`src/rtl/gcd_rr_scheduler_pkg.sv`:
```
// Shared constants for the round-robin GCD scheduler: state encoding and digit sizing.
package gcd_rr_scheduler_pkg;

    localparam int DIGIT_W_DEF = 4;
    localparam int DIGIT_MOD   = 10;

    localparam int STATE_W = 3;

    localparam logic [STATE_W-1:0] ST_IDLE = 3'd0;
    localparam logic [STATE_W-1:0] ST_LOAD = 3'd1;
    localparam logic [STATE_W-1:0] ST_RUN  = 3'd2;
    localparam logic [STATE_W-1:0] ST_ACK  = 3'd3;
    localparam logic [STATE_W-1:0] ST_HOLD = 3'd4;

endpackage

```
`src/rtl/gcd_rr_scheduler_gcd_core.sv`:
```
// Iterative subtractive GCD engine: one step per cycle.
// start loads the operand pair; done/res are combinational and valid while the
// pair has converged (either side zero, or both equal). abort drops the job.
module gcd_core #(
    parameter int W = 4
) (
    input  logic         clk,
    input  logic         rst_n,
    input  logic         start,
    input  logic         abort,
    input  logic [W-1:0] x_in,
    input  logic [W-1:0] y_in,
    output logic         done,
    output logic [W-1:0] res
);

    logic         running;
    logic [W-1:0] x;
    logic [W-1:0] y;

    // Termination test and result selection; gcd(0,0) falls out as 0.
    always_comb begin
        done = running && ((x == '0) || (y == '0) || (x == y));
        res  = (x == '0) ? y : x;
    end

    // Operand registers: load on start, otherwise subtract smaller from larger.
    always_ff @(posedge clk) begin
        if (!rst_n) begin
            running <= 1'b0;
            x       <= '0;
            y       <= '0;
        end else if (abort) begin
            running <= 1'b0;
        end else if (start) begin
            running <= 1'b1;
            x       <= x_in;
            y       <= y_in;
        end else if (running) begin
            if (done) begin
                running <= 1'b0;
            end else if (x > y) begin
                x <= x - y;
            end else begin
                y <= y - x;
            end
        end
    end

endmodule

```
`src/rtl/gcd_rr_scheduler.sv`:
```
// Two-requester round-robin front end for a shared GCD engine.
// Handshake: a requester raises req[i] and holds it (operands stable) until it
// sees the one-cycle ack[i]; dropping req[i] before ack abandons the job. grant
// is one-hot from LOAD through ACK. After each ack a NUM-cycle hold window
// blocks new grants.
module gcd_rr_scheduler
    import gcd_rr_scheduler_pkg::*;
#(
    parameter int NUM     = 50_000_000,
    parameter int DIGIT_W = DIGIT_W_DEF
) (
    input  logic               clk,
    input  logic               rst_n,
    input  logic [1:0]         req,
    input  logic [DIGIT_W-1:0] a0,
    input  logic [DIGIT_W-1:0] b0,
    input  logic [DIGIT_W-1:0] a1,
    input  logic [DIGIT_W-1:0] b1,
    output logic [1:0]         grant,
    output logic [1:0]         ack,
    output logic [DIGIT_W-1:0] result,
    output logic               result_id,
    output logic               busy,
    output logic [DIGIT_W-1:0] data_out
);

    localparam int CW = $clog2(NUM) + 1;
    localparam logic [CW-1:0] HOLD_INIT = CW'((NUM > 0) ? NUM - 1 : 0);
    localparam logic [DIGIT_W-1:0] MOD_V = DIGIT_W'(DIGIT_MOD);

    logic [STATE_W-1:0] state;
    logic               win;       // requester currently being served
    logic               rr_ptr;    // preferred requester when both ask
    logic [CW-1:0]      hold_cnt;

    logic               win_next;
    logic [DIGIT_W-1:0] sel_a;
    logic [DIGIT_W-1:0] sel_b;
    logic [DIGIT_W-1:0] red_a;
    logic [DIGIT_W-1:0] red_b;
    logic               core_start;
    logic               core_abort;
    logic               core_done;
    logic [DIGIT_W-1:0] core_res;
    logic               win_req;

    // Arbitration, operand selection with mod-10 reduction, core control.
    always_comb begin
        win_next   = (req == 2'b11) ? rr_ptr : req[1];
        sel_a      = win ? a1 : a0;
        sel_b      = win ? b1 : b0;
        red_a      = (sel_a >= MOD_V) ? sel_a - MOD_V : sel_a;
        red_b      = (sel_b >= MOD_V) ? sel_b - MOD_V : sel_b;
        win_req    = req[win];
        core_start = (state == ST_LOAD) && win_req;
        core_abort = (state == ST_RUN) && !win_req;
        busy       = (state != ST_IDLE);
        data_out   = result;
    end

    gcd_core #(.W(DIGIT_W)) u_core (
        .clk   (clk),
        .rst_n (rst_n),
        .start (core_start),
        .abort (core_abort),
        .x_in  (red_a),
        .y_in  (red_b),
        .done  (core_done),
        .res   (core_res)
    );

    // Scheduler FSM with grant/ack, result registers and hold-window counter.
    always_ff @(posedge clk) begin
        if (!rst_n) begin
            state     <= ST_IDLE;
            grant     <= 2'b00;
            ack       <= 2'b00;
            result    <= '0;
            result_id <= 1'b0;
            win       <= 1'b0;
            rr_ptr    <= 1'b0;
            hold_cnt  <= '0;
        end else begin
            ack <= 2'b00;
            case (state)
                ST_IDLE: begin
                    if (req != 2'b00) begin
                        win   <= win_next;
                        grant <= win_next ? 2'b10 : 2'b01;
                        state <= ST_LOAD;
                    end
                end
                ST_LOAD: begin
                    if (!win_req) begin
                        grant <= 2'b00;
                        state <= ST_IDLE;
                    end else begin
                        state <= ST_RUN;
                    end
                end
                ST_RUN: begin
                    if (!win_req) begin
                        grant <= 2'b00;
                        state <= ST_IDLE;
                    end else if (core_done) begin
                        ack       <= win ? 2'b10 : 2'b01;
                        result    <= core_res;
                        result_id <= win;
                        rr_ptr    <= ~win;
                        state     <= ST_ACK;
                    end
                end
                ST_ACK: begin
                    grant <= 2'b00;
                    if (NUM > 0) begin
                        hold_cnt <= HOLD_INIT;
                        state    <= ST_HOLD;
                    end else begin
                        state <= ST_IDLE;
                    end
                end
                ST_HOLD: begin
                    if (hold_cnt == '0) begin
                        state <= ST_IDLE;
                    end else begin
                        hold_cnt <= hold_cnt - CW'(1);
                    end
                end
                default: begin
                    grant <= 2'b00;
                    state <= ST_IDLE;
                end
            endcase
        end
    end

endmodule

```
`config.mk`:
```
export PLATFORM = sky130hd
export DESIGN_NAME = gcd_rr_scheduler
export DESIGN_NICKNAME = d
export VERILOG_FILES = /design/src/rtl/gcd_rr_scheduler_pkg.sv /design/src/rtl/gcd_rr_scheduler_gcd_core.sv /design/src/rtl/gcd_rr_scheduler.sv
export SDC_FILE = /design/constraint.sdc
export NUM_CORES = 1
export LEC_CHECK = 0
export CORE_UTILIZATION = 59
export DETAILED_ROUTE_END_ITERATION = 6
export MAX_ROUTING_LAYER = met4
export PLACE_DENSITY = 0.82
export SYNTH_ARGS = -nofsm -noshare
export SYNTH_HDL_FRONTEND = slang
export SYNTH_SLANG_ARGS = --single-unit
```
`constraint.sdc`:
```
create_clock -name clk -period 6.45 [get_ports clk]
set_clock_uncertainty 0.05 [all_clocks]
set_input_delay 1.935 -clock clk [delete_from_list [all_inputs] [get_ports clk]]
set_output_delay 1.935 -clock clk [all_outputs]
set_load 0.05 [all_outputs]
```
### Word level (Yosys, flattened, before mapping)

Cells that the tools add are included.

* input port bits: 20
* output and inout bits: 14
* logic and storage cells: 94
* register bits after elaboration: 50

* order comparisons: 4
* bitwise gates (word level): 4
* mux-type cells: 32
* reduce and logical (&&, ||, !) cells: 25
* add/subtract/negate cells: 5
* equality and inequality tests: 13

Operators with widths (count)
* one-hot mux 27 bit (2 select lines): 1
* two-way mux 4 bit: 13
* logical NOT 27 bit: 1
* two-way mux 27 bit: 1
* subtractor 27 x 1 -> 27 bit (second input constant): 1
* one-hot mux 3 bit (5 select lines): 1
* two-way mux 3 bit: 4
* inequality test 2 bit (second input constant): 6
* AND reduction 4 bit: 3
* two-way mux 2 bit: 5
* AND reduction 3 bit: 3
* >= comparator 4 bit (second input constant): 2
* logical NOT 4 bit: 2
* nonzero test 2 bit: 4
* subtractor 4 bit: 2
* subtractor 4 bit (second input constant): 2
* == test 3 x 2 -> 1 bit (second input constant): 2
* two-way mux 1 bit: 6
* one-hot mux 2 bit (3 select lines): 1
* == test 4 bit: 1
* > comparator 4 bit: 1
* inverter 1 bit: 4
* AND reduction 2 bit: 2
* OR reduction 2 bit: 2
* other kinds (10): 13

### Longest topological paths before layout

* word-level depth: 7
* gate-level depth with buffers: 10
* mapped depth without buffers: 9

### By module

A second synthesis with hierarchy kept.

* cells, all modules: 362
* area, all modules: 3045.4 µm²

By module, submodules not included
* gcd_rr_scheduler: seq. area each 820.8 µm², instances 1, area an instance 2175.8 µm², cells an instance 260
* gcd_core: seq. area each 180.2 µm², instances 1, area an instance 869.6 µm², cells an instance 102

### Least setup slack after synthesis

No wires, ideal clock.

* kind: input -> register
* from: in req[1]
* to: reg grant[0]
* path buffers: 1
* path slack: 3.100 ns
* required time: 6.330 ns
* stages on the path: 6
* data arrival time: 3.229 ns
* setup time: 0.070 ns
* cells stage by stage: mux2i_1 -> or4b_1 -> clkbuf_1 -> o311ai_0 -> or3_1 -> a21oi_1

* cells in the longest elaborated chain, start to end: 5
* elaborated cells between the ends (all ways): 11
* those cells by class: 3 x eq/ne; 6 x mux; 2 x reduce/logical

RTL lines
* start: declaration: RTL line gcd_rr_scheduler.sv:14 `input logic [1:0] req,`
* == test 2 bit: RTL line gcd_rr_scheduler.sv:49 `win_next = (req == 2'b11) ? rr_ptr : req[1];`
* two-way mux 1 bit: RTL line gcd_rr_scheduler.sv:49
* two-way mux 2 bit: RTL line gcd_rr_scheduler.sv:89 `grant <= win_next ? 2'b10 : 2'b01;`
* two-way mux 2 bit: RTL line gcd_rr_scheduler.sv:87 `if (req != 2'b00) begin`
* one-hot mux 2 bit (3 select lines): RTL line gcd_rr_scheduler.sv:85 `case (state)`
* end signal: assignment: RTL line gcd_rr_scheduler.sv:89
* end: declaration: RTL line gcd_rr_scheduler.sv:19 `output logic [1:0] grant,`

Parallel ways exist; a longest one is shown, timed or not. The select of a mux whose other input is x is not followed.
A chain may end at the register's enable or synchronous reset.

### Worst setup path after layout

* from: reg state[2]
* to: out busy

* cells in the longest elaborated chain, start to end: 1

RTL lines
* start: declaration: RTL line gcd_rr_scheduler.sv:31 `logic [STATE_W-1:0] state;`
* start signal: assignment: RTL line gcd_rr_scheduler.sv:75 `state <= ST_IDLE;`
* start signal: assignment: RTL line gcd_rr_scheduler.sv:90 `state <= ST_LOAD;`
* start signal: assignment: RTL line gcd_rr_scheduler.sv:96 `state <= ST_IDLE;`
* nonzero test 3 bit: RTL line gcd_rr_scheduler.sv:57 `busy = (state != ST_IDLE);`
* end: declaration: RTL line gcd_rr_scheduler.sv:23 `output logic busy,`

Every way passes these cells.

==> Flow_metrics.wiki <==
{| class="wikitable"
! Metric !! Value
|-
| Outcome || completed
|-
| Worst path cell trace || or3_2, clkdlybuf4s50_1
|-
| Most area-hungry cell type in the Yosys netlist || dfxtp_1
|-
| Share of layout cells above drive strength 1 || 7.92%
|-
| EDFF count, synth || 0
|-
| Number of vias in the routed layout || 2714
|-
| Avg Synthesized Cell Area || approximately 8.5 µm²
|-
| Worst Max-Slew Pin Slew || 795 ps
|-
| Portion of total power attributed to combinational logic || between 30% and 40%
|-
| Setup repair after global routing missed its margin || false
|-
| Max-slew violation total from the final report || 0
|-
| Power share of the clock group || 21.4%
|-
| TritonCTS clock tree || yes
|-
| # hold bufs at CTS || 0
|-
| Net load switching power || ~0.33 mW
|-
| Fill cell instance count of the final layout || 398
|-
| DRC marker count from the first detailed-route iteration || 149
|-
| Signed area change from the synthesized netlist to the final layout || 14.5%
|-
| GRT overflow || 0
|-
| Worst path bufs/invs || 1
|-
| Number of resized instances in the post-cts repair step || 0
|-
| Slew Limit Headroom || 46.9%
|-
| Floorplan die width || roughly 72 µm
|-
| Core area || 4750 µm²
|-
| Detailed-route wire length per cell || around 16 µm
|-
| Number of design rule violations left after detail routing || 0
|-
| Switching power as a share of total power || between 30% and 40%
|-
| Maximum buffer depth of the clock tree || 2
|-
| Y dimension of the die || 72.4 µm
|-
| Maximum level of the CTS H-tree || 2
|-
| Static leakage || 1.15 nW
|-
| PnR worst setup slack || around 2500 ps
|-
| Kind of launch point of the worst setup path || flip-flop
|-
| Number of global-route vias before repair || 2479
|-
| Reg area || between 1000 and 1500 µm²
|-
| Clk slew on worst S/H paths || around 90 ps
|-
| Setup TNS after final layout || 0 ps
|-
| Commonest non-fill, non-tap cell in the layout || dfxtp_1
|-
| Cell chosen for the clock root || clkbuf_8
|-
| DR pass1 iterations || 4
|-
| Largest net degree at the start of global routing || 27
|-
| I/O pin cnt || 34
|-
| Maximum VDD drop || 0.155 mV
|-
| Time the final worst path needs with I/O delays and setup || ~4000 ps
|-
| Global-route usage over all layers || between 20 and 30%
|-
| Int Power || roughly 0.52 mW
|-
| Type of the worst setup path || reg2out
|-
| Number of warnings issued by yosys || 0
|-
| Most used flip-flop cell after synthesis || dfxtp_1
|-
| Vias per cell || around 6.3
|-
| Global-route wire length before repair || 11.6 mm
|-
| Area contributors post-synth || dfxtp_1 34%, a21oi_1 4.6%, ha_1 4.3%, mux2i_1 3.8%, o31ai_1 3.6%
|-
| Half-perimeter wire length of the detailed placement result || between 4 and 5 mm
|-
| Pre-CTS WS || 2350 ps
|-
| Kind of cell adding the most delay to the critical path || buffers and inverters
|-
| Clock insertion delay at the later pin of the skew report || 300 ps
|-
| Number of failing hold endpoints at the final stage || 0
|-
| Final nets || about 400
|-
| Proportion of netlist area held by the largest area contributor || 34.2%
|-
| FF+latch count, synth || 50
|-
| Antenna violations before repair || 0
|-
| Setup Buffers After CTS || 0
|-
| Final wirelength || between 6 and 7 mm
|-
| Max-Cap Viols || 0
|-
| Final RePlAce weighted congestion || ~0.85
|-
| Number of standard-cell rows in the floorplan || 25
|-
| Post-synthesis cell area || approximately 3000 µm²
|-
| Max Fanout on Critical Path || 9
|-
| Number of I/O port buffers || 33
|-
| Sequential share of the synthesized area || 34.2%
|-
| Worst path arrival time || 1990 ps
|-
| Max stage delay cell, worst path || clkdlybuf4s50_1
|-
| FMAX || roughly 0.25 GHz
|-
| Post-route cell area || 3350 µm²
|-
| Required time of the worst setup path || ~4500 ps
|-
| Crit end category || primary output
|-
| Distinct cells, synth || 56
|-
| Fraction of power consumed by sequential logic || 42.4%
|-
| Final ANT Viol Nets || 0
|-
| Synthesized netlist net count || roughly 380
|-
| Total area of multi-input combinational cells || 1780 µm²
|-
| Cell area power density || between 200 and 300 nW/µm²
|-
| Largest stage delay on the critical path || about 730 ps
|-
| Final setup vio count || 0
|-
| Post-synth ARST share || 0%
|-
| Die Footprint || approximately 5200 µm²
|-
| # clock sinks || 50
|-
| Commonest non-fill, non-tap cells in the layout || 50 x dfxtp_1, 33 x clkdlybuf4s50_1, 27 x a21oi_1
|-
| TritonCTS buffer count || 5
|-
| Class of the tightest hold or removal check || reg2reg
|-
| Number of antenna cells inserted || 0
|-
| Syn Inst Count || between 300 and 400
|-
| Placed cell areas || 3270 µm²
|-
| Starting Density || around three fifths
|-
| Ratio of final minimum period to clock period || 61.6%
|}
[state kept, by name, indices dropped and copies added, names as in the netlist]
name            flops
ack                 2
u_core.x            4
data_out            4
u_core.running      1
u_core.y            4
grant               2
win                 1
result_id           1
state               3
rr_ptr              1
hold_cnt           27
[synth_stat cells, types with 3 or more instances]
master and number:
a211oi_1 10, a21oi_1 27, a31oi_1 14, and3_1 5, and4_1 3, buf_2 3, buf_4 4, clkbuf_1 16
dfxtp_1 50, ha_1 10, inv_1 14, mux2_2 3, mux2i_1 11, nand2_1 19, nand2b_1 3, nand3_1 6
nand3b_1 4, nor2_1 19, nor3_1 14, nor4_1 6, o2111ai_1 3, o211ai_1 4, o21ai_0 10, o31ai_1 14
o41ai_1 5, or2_2 7, or3_1 11, or4_1 9, xnor2_1 6
[layer usage]
layer | share of wire (%) | track usage [%]
met5 | 0 | -
met4 | 0.86 | 7.41
met3 | 4.6 | 5.00
met2 | 45 | 44.3
met1 | 50 | 39.5
[tightest hold or removal path, delay by kind of cell, from the launching register on]
kind,cells,cell delay (ps)
flip-flops,1,340
AND/OR/NAND/NOR,1,60
AO/OA/AOI/OAI,1,30
[cells by family (layout without fill, tap and decap cells)]
group,Yosys count,count (layout),synth area share [%]
multiplexers,14,14,4.91
buffers and inverters,37,58,5.38
XOR/XNOR,6,6,1.79
AND/OR/NAND/NOR,123,123,24.6
flip-flops,50,50,34.2
AO/OA/AOI/OAI,103,103,23.5
adder cells (fa/ha/maj),12,12,5.64
[through the flow]
step           instances  hold slack [ps]  utilization, %  power (mW)
5_1_grt              433              435            70.5       0.899
3_5_place_dp         425              398            68.7       0.668
6_report             433              416            70.5       0.851
2_1_floorplan        345              376               -       0.593
3_3_place_gp         425              403            68.7       0.661
4_1_cts              433              413            70.5       0.849
[layout make-up]
| type | instances | share of cell area, % |
|---|---|---|
| multi-input cells | 258 | 53.0 |
| flip-flops and latches | 50 | 29.9 |
| repair buffers | 36 | 10.5 |
| well taps | 67 | 2.50 |
| clock buffers | 6 | 2.16 |
| inverters | 14 | 1.57 |
| clock inverters | 2 | 0.411 |
[power groups by stage]
stage	clock network [mW]	logic, mW	registers (mW)
3_5_place_dp	0	0.301	0.366
2_1_floorplan	0	0.231	0.362
5_1_grt	0.195	0.339	0.365
3_3_place_gp	0	0.296	0.366
6_report	0.182	0.308	0.361
4_1_cts	0.186	0.303	0.360
[worst paths after layout]
check | end | depth (start not counted) | slack (ps) | start
worst max register to register | u_core.x[3]$_SDFFE_PN0P_ | 7 | 3580 | u_core.y[1]$_SDFFE_PN0P_
worst min register to register | hold_cnt[26]$_SDFFE_PN0P_ | 2 | 420 | hold_cnt[26]$_SDFFE_PN0P_
worst min-delay path | hold_cnt[26]$_SDFFE_PN0P_ | 2 | 420 | hold_cnt[26]$_SDFFE_PN0P_
worst max-delay path | busy | 2 | 2480 | state[2]$_SDFFE_PN0P_
No activity file was read; power rests on OpenSTA's default activity.
